===== config.mk =====
export PLATFORM = sky130hd
export DESIGN_NAME = y_mdu
export DESIGN_NICKNAME = d
export VERILOG_FILES = /design/src/rtl/y_mdu.sv
export SDC_FILE = /design/constraint.sdc
export NUM_CORES = 1
export LEC_CHECK = 0
export ABC_AREA = 1
export CAP_MARGIN = 40
export CORE_AREA = 4 4 182 184
export CTS_BUF_LIST = sky130_fd_sc_hd__clkbuf_4
export CTS_CLUSTER_DIAMETER = 30
export DETAILED_ROUTE_END_ITERATION = 16
export DIE_AREA = 0 0 186 188
export PLACE_DENSITY = 0.87
export SETUP_SLACK_MARGIN = 0.3
export SLEW_MARGIN = 10
export SYNTH_ARGS = -nofsm -noshare
export SYNTH_HDL_FRONTEND = slang
export SYNTH_SLANG_ARGS = --single-unit

===== constraint.sdc =====
create_clock -name clk -period 5 [get_ports clk]
set_clock_uncertainty 0.05 [all_clocks]
set_input_delay 1.25 -clock clk [delete_from_list [all_inputs] [get_ports clk]]
set_output_delay 1.25 -clock clk [all_outputs]
set_load 0.02 [all_outputs]

===== src/rtl/y_mdu.sv =====
// Iterative multiply/divide unit with HI/LO result registers.
// One bit per clock: shift-add multiply, restoring divide, start/busy/done handshake.
module y_mdu #(
  parameter int unsigned WIDTH = 32
) (
  input  logic             clk,
  input  logic             rst,
  input  logic             start,
  input  logic [1:0]       op,
  input  logic [WIDTH-1:0] a,
  input  logic [WIDTH-1:0] b,
  output logic             busy,
  output logic             done,
  output logic             div_by_zero,
  output logic [WIDTH-1:0] hi,
  output logic [WIDTH-1:0] lo
);

  localparam int unsigned CntW = $clog2(WIDTH);

  typedef enum logic [1:0] {StIdle, StRun, StFin} state_e;

  state_e               state_q, state_d;
  logic [CntW-1:0]      cnt_q, cnt_d;
  logic                 is_div_q, is_div_d;
  logic                 neg_q, neg_d;    // product or quotient sign
  logic                 rneg_q, rneg_d;  // remainder sign
  logic [WIDTH-1:0]     mag_q, mag_d;
  logic [2*WIDTH-1:0]   p_q, p_d;        // multiply: {acc, multiplier}; divide: {rem, dividend}
  logic [WIDTH-1:0]     hi_q, hi_d, lo_q, lo_d;
  logic                 dbz_q, dbz_d;

  logic [WIDTH-1:0]     abs_a, abs_b, addend, div_rem, quo, rem;
  logic [WIDTH:0]       mul_sum, div_trial;
  logic                 div_ok, accept;
  logic [2*WIDTH-1:0]   mul_next, div_next, step_next, prod;

  always_comb begin
    abs_a     = (op[0] && a[WIDTH-1]) ? -a : a;
    abs_b     = (op[0] && b[WIDTH-1]) ? -b : b;

    addend    = p_q[0] ? mag_q : '0;
    mul_sum   = {1'b0, p_q[2*WIDTH-1:WIDTH]} + {1'b0, addend};
    mul_next  = {mul_sum, p_q[WIDTH-1:1]};

    // Shift the next dividend bit into the partial remainder and try to subtract.
    div_trial = {p_q[2*WIDTH-1:WIDTH], p_q[WIDTH-1]} - {1'b0, mag_q};
    div_ok    = ~div_trial[WIDTH];
    div_rem   = div_ok ? div_trial[WIDTH-1:0] : {p_q[2*WIDTH-2:WIDTH], p_q[WIDTH-1]};
    div_next  = {div_rem, p_q[WIDTH-2:0], div_ok};

    step_next = is_div_q ? div_next : mul_next;
    prod      = neg_q ? -step_next : step_next;
    quo       = neg_q ? -step_next[WIDTH-1:0] : step_next[WIDTH-1:0];
    rem       = rneg_q ? -step_next[2*WIDTH-1:WIDTH] : step_next[2*WIDTH-1:WIDTH];
  end

  assign accept = start && (state_q != StRun);

  always_comb begin
    state_d  = state_q;
    cnt_d    = cnt_q;
    is_div_d = is_div_q;
    neg_d    = neg_q;
    rneg_d   = rneg_q;
    mag_d    = mag_q;
    p_d      = p_q;
    hi_d     = hi_q;
    lo_d     = lo_q;
    dbz_d    = dbz_q;

    unique case (state_q)
      StRun: begin
        p_d   = step_next;
        cnt_d = cnt_q + 1'b1;
        if (cnt_q == CntW'(WIDTH - 1)) begin
          state_d = StFin;
          dbz_d   = 1'b0;
          if (is_div_q) begin
            hi_d = rem;
            lo_d = quo;
          end else begin
            hi_d = prod[2*WIDTH-1:WIDTH];
            lo_d = prod[WIDTH-1:0];
          end
        end
      end
      StFin:   state_d = StIdle;
      default: state_d = StIdle;
    endcase

    if (accept) begin
      if (op[1] && (b == '0)) begin
        state_d = StFin;
        hi_d    = a;
        lo_d    = '1;
        dbz_d   = 1'b1;
      end else begin
        state_d  = StRun;
        cnt_d    = '0;
        is_div_d = op[1];
        neg_d    = op[0] & (a[WIDTH-1] ^ b[WIDTH-1]);
        rneg_d   = op[0] & op[1] & a[WIDTH-1];
        mag_d    = op[1] ? abs_b : abs_a;
        p_d      = {{WIDTH{1'b0}}, (op[1] ? abs_a : abs_b)};
      end
    end
  end

  always_ff @(posedge clk) begin
    if (rst) begin
      state_q  <= StIdle;
      cnt_q    <= '0;
      is_div_q <= 1'b0;
      neg_q    <= 1'b0;
      rneg_q   <= 1'b0;
      mag_q    <= '0;
      p_q      <= '0;
      hi_q     <= '0;
      lo_q     <= '0;
      dbz_q    <= 1'b0;
    end else begin
      state_q  <= state_d;
      cnt_q    <= cnt_d;
      is_div_q <= is_div_d;
      neg_q    <= neg_d;
      rneg_q   <= rneg_d;
      mag_q    <= mag_d;
      p_q      <= p_d;
      hi_q     <= hi_d;
      lo_q     <= lo_d;
      dbz_q    <= dbz_d;
    end
  end

  assign busy        = (state_q == StRun);
  assign done        = (state_q == StFin);
  assign div_by_zero = dbz_q;
  assign hi          = hi_q;
  assign lo          = lo_q;

endmodule


# Word-level counts from Yosys, hierarchy flattened
# Index checks and enable logic that the tools add are counted.
[word_totals]
out_inout_bits = 67
in_bits = 69
ff_bits = 171
elab_cells = 69
[classes]
bitwise = 6
n_eq_ne = 5
muxes = 34
add_sub_neg = 8
n_reduce_logical = 6
[ops]
columns = ["operator", "count"]
rows = [
  ["$mux W32", 18],
  ["$mux W64", 5],
  ["$neg A32 Y32", 4],
  ["$neg A64 Y64", 1],
  ["$add A32 B32 Y33", 1],
  ["$sub A33 B32 Y33", 1],
  ["$logic_not A32 Y1", 1],
  ["$mux W5", 3],
  ["$mux W2", 4],
  ["$add A5 B1 Y5 const B", 1],
  ["$eq A5 B5 Y1 const B", 1],
  ["$logic_and A1 B1 Y1", 4],
  ["$mux W1", 4],
  ["$and A1 B1 Y1", 3],
  ["$ne A3 B1 Y1 const B", 1],
  ["$eq A2 B1 Y1 const B", 1],
  ["$eq A2 B2 Y1 const B", 1],
  ["$ne A2 B1 Y1 const B", 1],
  ["$not A1 Y1", 2],
  ["$reduce_and A2 Y1", 1],
  ["$xor A1 B1 Y1", 1],
]

# Logic depth before layout (Yosys ltp)
[logic_depth]
depth_word = 10
mapped_depth = 38

# Worst setup path before layout
# OpenSTA, ideal clock, no wires.
[synth_path]
path_kind = "reg2reg"
start = "register p_q[31]"
end = "register hi_q[6], in the netlist hi[6]"
arrival_ns = 3.767
path_stages_with_launch = 35
n_path_buf = 0
slack_ns = 1.070
path_cell_list = "dfxtp_1 inv_1 ha_1 inv_1 fa_1 nand2_1 nand2_1 nand3_1 nand2_2 nand2_1 nand2_2 nand2_4 nand2_4 nand2_4 nand2_8 nand2_2 nand2_1 inv_2 ha_1 nand2_1 inv_1 nand3_1 nor3_2 nand2_1 nor2_2 nand2_1 nor4_1 nand2_1 nand2_1 nand2_1 a21oi_1 nor2_1 xor2_1 o21ai_1 inv_1"
[synth_via]
elab_chain_len = 10
[synth_rtl]
columns = ["item", "line_no", "text"]
rows = [
  ["start: declaration", "29", "logic [2*WIDTH-1:0] p_q, p_d;"],
  ["start signal: assignment", "129", "p_q <= p_d;"],
  ["$sub A33 B32 Y33", "47", "div_trial = {p_q[2*WIDTH-1:WIDTH], p_q[WIDTH-1]} - {1'b0, mag_q};"],
  ["$mux W32 or $not A1 Y1 (tied branches)", "49, 48", ""],
  ["$mux W64 (*)", "52", "step_next = is_div_q ? div_next : mul_next;"],
  ["$neg A64 Y64 or $neg A32 Y32 (tied branches)", "53, 55", ""],
  ["$mux W64 or $mux W32 (tied branches)", "53, 55", ""],
  ["$mux W32 (*)", "79", "if (is_div_q) begin"],
  ["$mux W32 (*)", "76", "if (cnt_q == CntW'(WIDTH - 1)) begin"],
  ["$mux W32 (*)", "72", "unique case (state_q)"],
  ["$mux W32", "93", "if (op[1] && (b == '0)) begin"],
  ["$mux W32 (*)", "92", "if (accept) begin"],
  ["end signal: assignment", "130", "hi_q <= hi_d;"],
  ["end: declaration", "30", "logic [WIDTH-1:0] hi_q, hi_d, lo_q, lo_d;"],
]
# Mark *: on every way between the ends. The rest lies on a longest branch, timed or not.
# A chain may end at the register's enable or synchronous reset.

# Worst setup path in the final report
[layout_path]
start = "register mag_q[18]"
end = "register hi_q[14], in the netlist hi[14]"
[layout_via]
elab_chain_len = 10
[layout_rtl]
columns = ["item", "line_no", "text"]
rows = [
  ["start: declaration", "28", "logic [WIDTH-1:0] mag_q, mag_d;"],
  ["start signal: assignment", "128", "mag_q <= mag_d;"],
  ["$sub A33 B32 Y33 (*)", "47", ""],
  ["$mux W32 or $not A1 Y1 (tied branches)", "49, 48", ""],
  ["$mux W64 (*)", "52", ""],
  ["$neg A64 Y64 or $neg A32 Y32 (tied branches)", "53, 55", ""],
  ["$mux W64 or $mux W32 (tied branches)", "53, 55", ""],
  ["$mux W32 (*)", "79", ""],
  ["$mux W32 (*)", "76", ""],
  ["$mux W32 (*)", "72", ""],
  ["$mux W32", "93", ""],
  ["$mux W32 (*)", "92", ""],
]
# Marks and branches as above.

==> results.toml <==
[critical_path]
cp_slowest_stage_delay_ns = 0.45
crit_path_frequent_cell = "nand2_1"
crit_start = "mag_q[18]"
start_kind = "register"
critical_path_peak_fanout = 26
worstSetupEndpointType = "register"
r2r_start = "mag_q[18]"
critPathSlowestCell = "dfxtp_1"
cp.required_ns = 5.50
crit_arrival_ns = 5.04
path_class = "reg2reg"

[global_route]
grt_pass1_vias = 19530
grtUsageMet1_pct = 53.97
grt_max_degree = 76
grt_most_used_layer = "met2"
grt_overflow = 0
grt_usage_pct = 42.57
grtUsageMet3_pct = 8.962
grt_use_met2_pct = 64.76
grt_pass1_wl_mm = 114.5
antenna_found_initial = 2

[clock_tree]
clk_path_buf_depth = 2
hold_buffers = 0
worstSkewPairLatency_ns = 0.68
clk_pin_slew_ns = 0.18
clockRootBuffer = "clkbuf_4"
cts.sinks = 171
cts_htree_levels = 4
cts_tree = "done"
tritoncts.num_buffers = 17

[synth]
synth_fa_ha_area_share_pct = 5.325
synth_edf_count = 0
yosysSeqAreaShare_pct = 19.90
ys_ff_latch = 171
synth.avg_cell_area_um2 = 5.714
yosys.area_share.xor_xnor_pct = 4.786
synth.top_cell.area_share_pct = 19.90
yosys-top-cells-area = "dfxtp_1 20%, nand2_1 19%, inv_1 11%, nor2_1 6.0%, o21ai_0 5.6%"
yosysUniqueCellTypes = 63
synth_top_family_by_area = "simple AND/OR/NAND/NOR gates"
syn_inst = 3010
yosysWarnings = 0
syn_nets = 3151
synth_area_mm2 = 0.01720
synthArstFlopShare_pct = 0
synth-compound-area-share_pct = 18.29
ys.flop_type = "dfxtp_1"
synthMuxAreaShare_pct = 0.1164
yosys.area_share.simple_pct = 37.60
yosysTopAreaCell = "dfxtp_1"

[sta]
hold_slack_ns = 0.4348
fin_setup_tns_ns = 0
rsz0062_at_grt = "no"
finalCritPeriodShare_pct = 90.77
period_needed_ns = 4.539
setup-violations-final = 0
max_slew_margin_pct = 37.72
hold_viol_final = 0
fmax_ghz = 0.2203
drv_slew = 0
tightest_slew_ns = 0.9244

[detailed_routing]
vias_per_cell = 6.010
firstDrtPassIters = 6
wl_per_cell_um = 21.60
drt-initial-drc-count = 2862
drc = 0
wl_mm = 76.98
vias = 21420
ant_nets = 0

[pwr]
p_leak_uw = 0.01003
irDropWorstVdd_mv = 0.1606
power_density_mw_per_mm2 = 257.3

[job]
drv_cap = 0

[placement]
gp_congestion = 1.139
dp_hpwl_mm = 61.43
portBuffers = 135

[floorplan]
dieArea_mm2 = 0.03497
rows = 65
io_pins = 136
fp.dieW_um = 186
dieHeight_um = 188
start_util_pct = 54.79
placeableCoreArea_mm2 = 0.03139

[status]
status = "finished, final reports clean"

[hold_path]
hp-start = "cnt_q[4]"
hp-class = "reg2reg"

[finish]
synthToLayoutAreaGrowth_pct = 14.62
final_nets = 3290
drive_above_1_share_pct = 7.751
fillers = 3071
==> sequential cells by signal, summed over array words and instances, names as in the netlist, 2 cells and up <==
register and flops:
lo 32, mag_q 32, hi 32, cnt_q 5
state_q 2, p_q 64
==> worst paths after layout <==
path / endpoint / slack (ns) / cells past startpoint
max reg2reg: hi[14] / 0.46 / 29
min: cnt_q[4] / 0.43 / 2
max: hi[14] / 0.46 / 29
min reg2reg: cnt_q[4] / 0.43 / 2
==> cells in the mapped netlist (28+ instances only) <==
cell type    n
inv_1      496
o21ai_0    193
nand3_1    190
a21oi_1    176
ha_1        70
dfxtp_1    171
nand2_1    876
clkbuf_1    65
nand4_1     31
nor2_1     277
xor2_1      70
a31oi_1     30
nor3_1      28
==> power breakdown <==
group / switching, uW / internal [uW]
clock network: 658 / 319
logic: 1800 / 787
registers: 76.0 / 1430
total: 2530 / 2540
==> cell usage in the layout, fill, tap and decap left out, types with 5 or more instances in the layout <==
master / netlist / routed
a211oi_1: 18 / 18
a21o_1: 8 / 8
a21oi_1: 176 / 175
a21oi_2: 4 / 5
a31oi_1: 30 / 30
buf_4: 0 / 83
clkbuf_4: 0 / 17
clkdlybuf4s50_1: 0 / 134
clkinv_1: 8 / 9
dfxtp_1: 171 / 167
ha_1: 70 / 70
inv_1: 496 / 494
inv_2: 10 / 11
inv_6: 0 / 7
nand2_1: 876 / 866
nand2_2: 21 / 29
nand2_4: 5 / 6
nand3_1: 190 / 187
nand3_2: 6 / 9
nand3b_1: 18 / 18
nand4_1: 31 / 31
nor2_1: 277 / 270
nor2_2: 18 / 22
nor2_4: 9 / 12
nor3_1: 28 / 28
nor4_1: 9 / 8
o211ai_1: 27 / 27
o21ai_0: 193 / 193
o21ai_1: 9 / 9
o21bai_1: 13 / 13
o221ai_1: 26 / 26
or2_2: 10 / 10
xnor2_1: 24 / 24
xor2_1: 70 / 69
==> final cells by class <==
cell class | instances | area, um^2 | share of cell area [%]
clock inverters | 14 | 176.4 | 0.8948
flip-flops and latches | 171 | 3431 | 17.40
multi-input cells | 2220 | 11500 | 58.32
repair buffers | 224 | 2038 | 10.34
clock buffers | 17 | 127.6 | 0.6473
well taps | 402 | 503.0 | 2.551
inverters | 515 | 1938 | 9.831
diodes | 1 | 2.502 | 0.01269
==> per-stage QoR <==
stage / cell area (um^2) / power, uW / instances / utilization [%] / setup slack (ns)
2_1_floorplan: 17200 / 3169 / 3010 / - / 1.070
3_3_place_gp: 19190 / 3921 / 3519 / 61.14 / 0.1985
3_5_place_dp: 19220 / 3953 / 3523 / 61.23 / 0.09195
4_1_cts: 19600 / 4922 / 3556 / 62.42 / 0.3056
5_1_grt: 19720 / 5298 / 3564 / 62.80 / 0.2868
6_report: 19720 / 5072 / 3564 / 62.80 / 0.4614
==> worst max-delay path: cells and delay by family (launching register included) <==
kind            cells  cell delay (ns)
buf+inv             6             0.86
flops               1             0.45
simple gates       19             2.16
fa+ha+maj           2             0.57
compound gates      2             0.32
==> repair_timing <==
| item | in CTS | in global routing |
|---|---|---|
| hold endpoints to repair | 0 | 0 |
| pin swaps | 7 | 8 |
| resized for setup | 13 | 19 |
| endpoints found under the setup margin | 14 | 21 |
| buffers inserted | 2 | 7 |
==> metal layers <==
metal	part of all wire, %	wire (um)	up-vias
li1	-	-	9907
met1	37	28470	9615
met2	43	32930	1583
met3	12	9092	312
met4	8.4	6473	2
met5	0.016	12	-
==> logic make-up (layout without fill, tap and decap cells) <==
group           Yosys count  in the layout
compound gates          540            540
xor+xnor                 94             94
fa+ha+maj                72             72
buf+inv                 619            770
flops                   171            171
mux                       2              2
other cells               0              1
simple gates           1512           1512
Note: power is estimated with default switching activity, not from simulation.
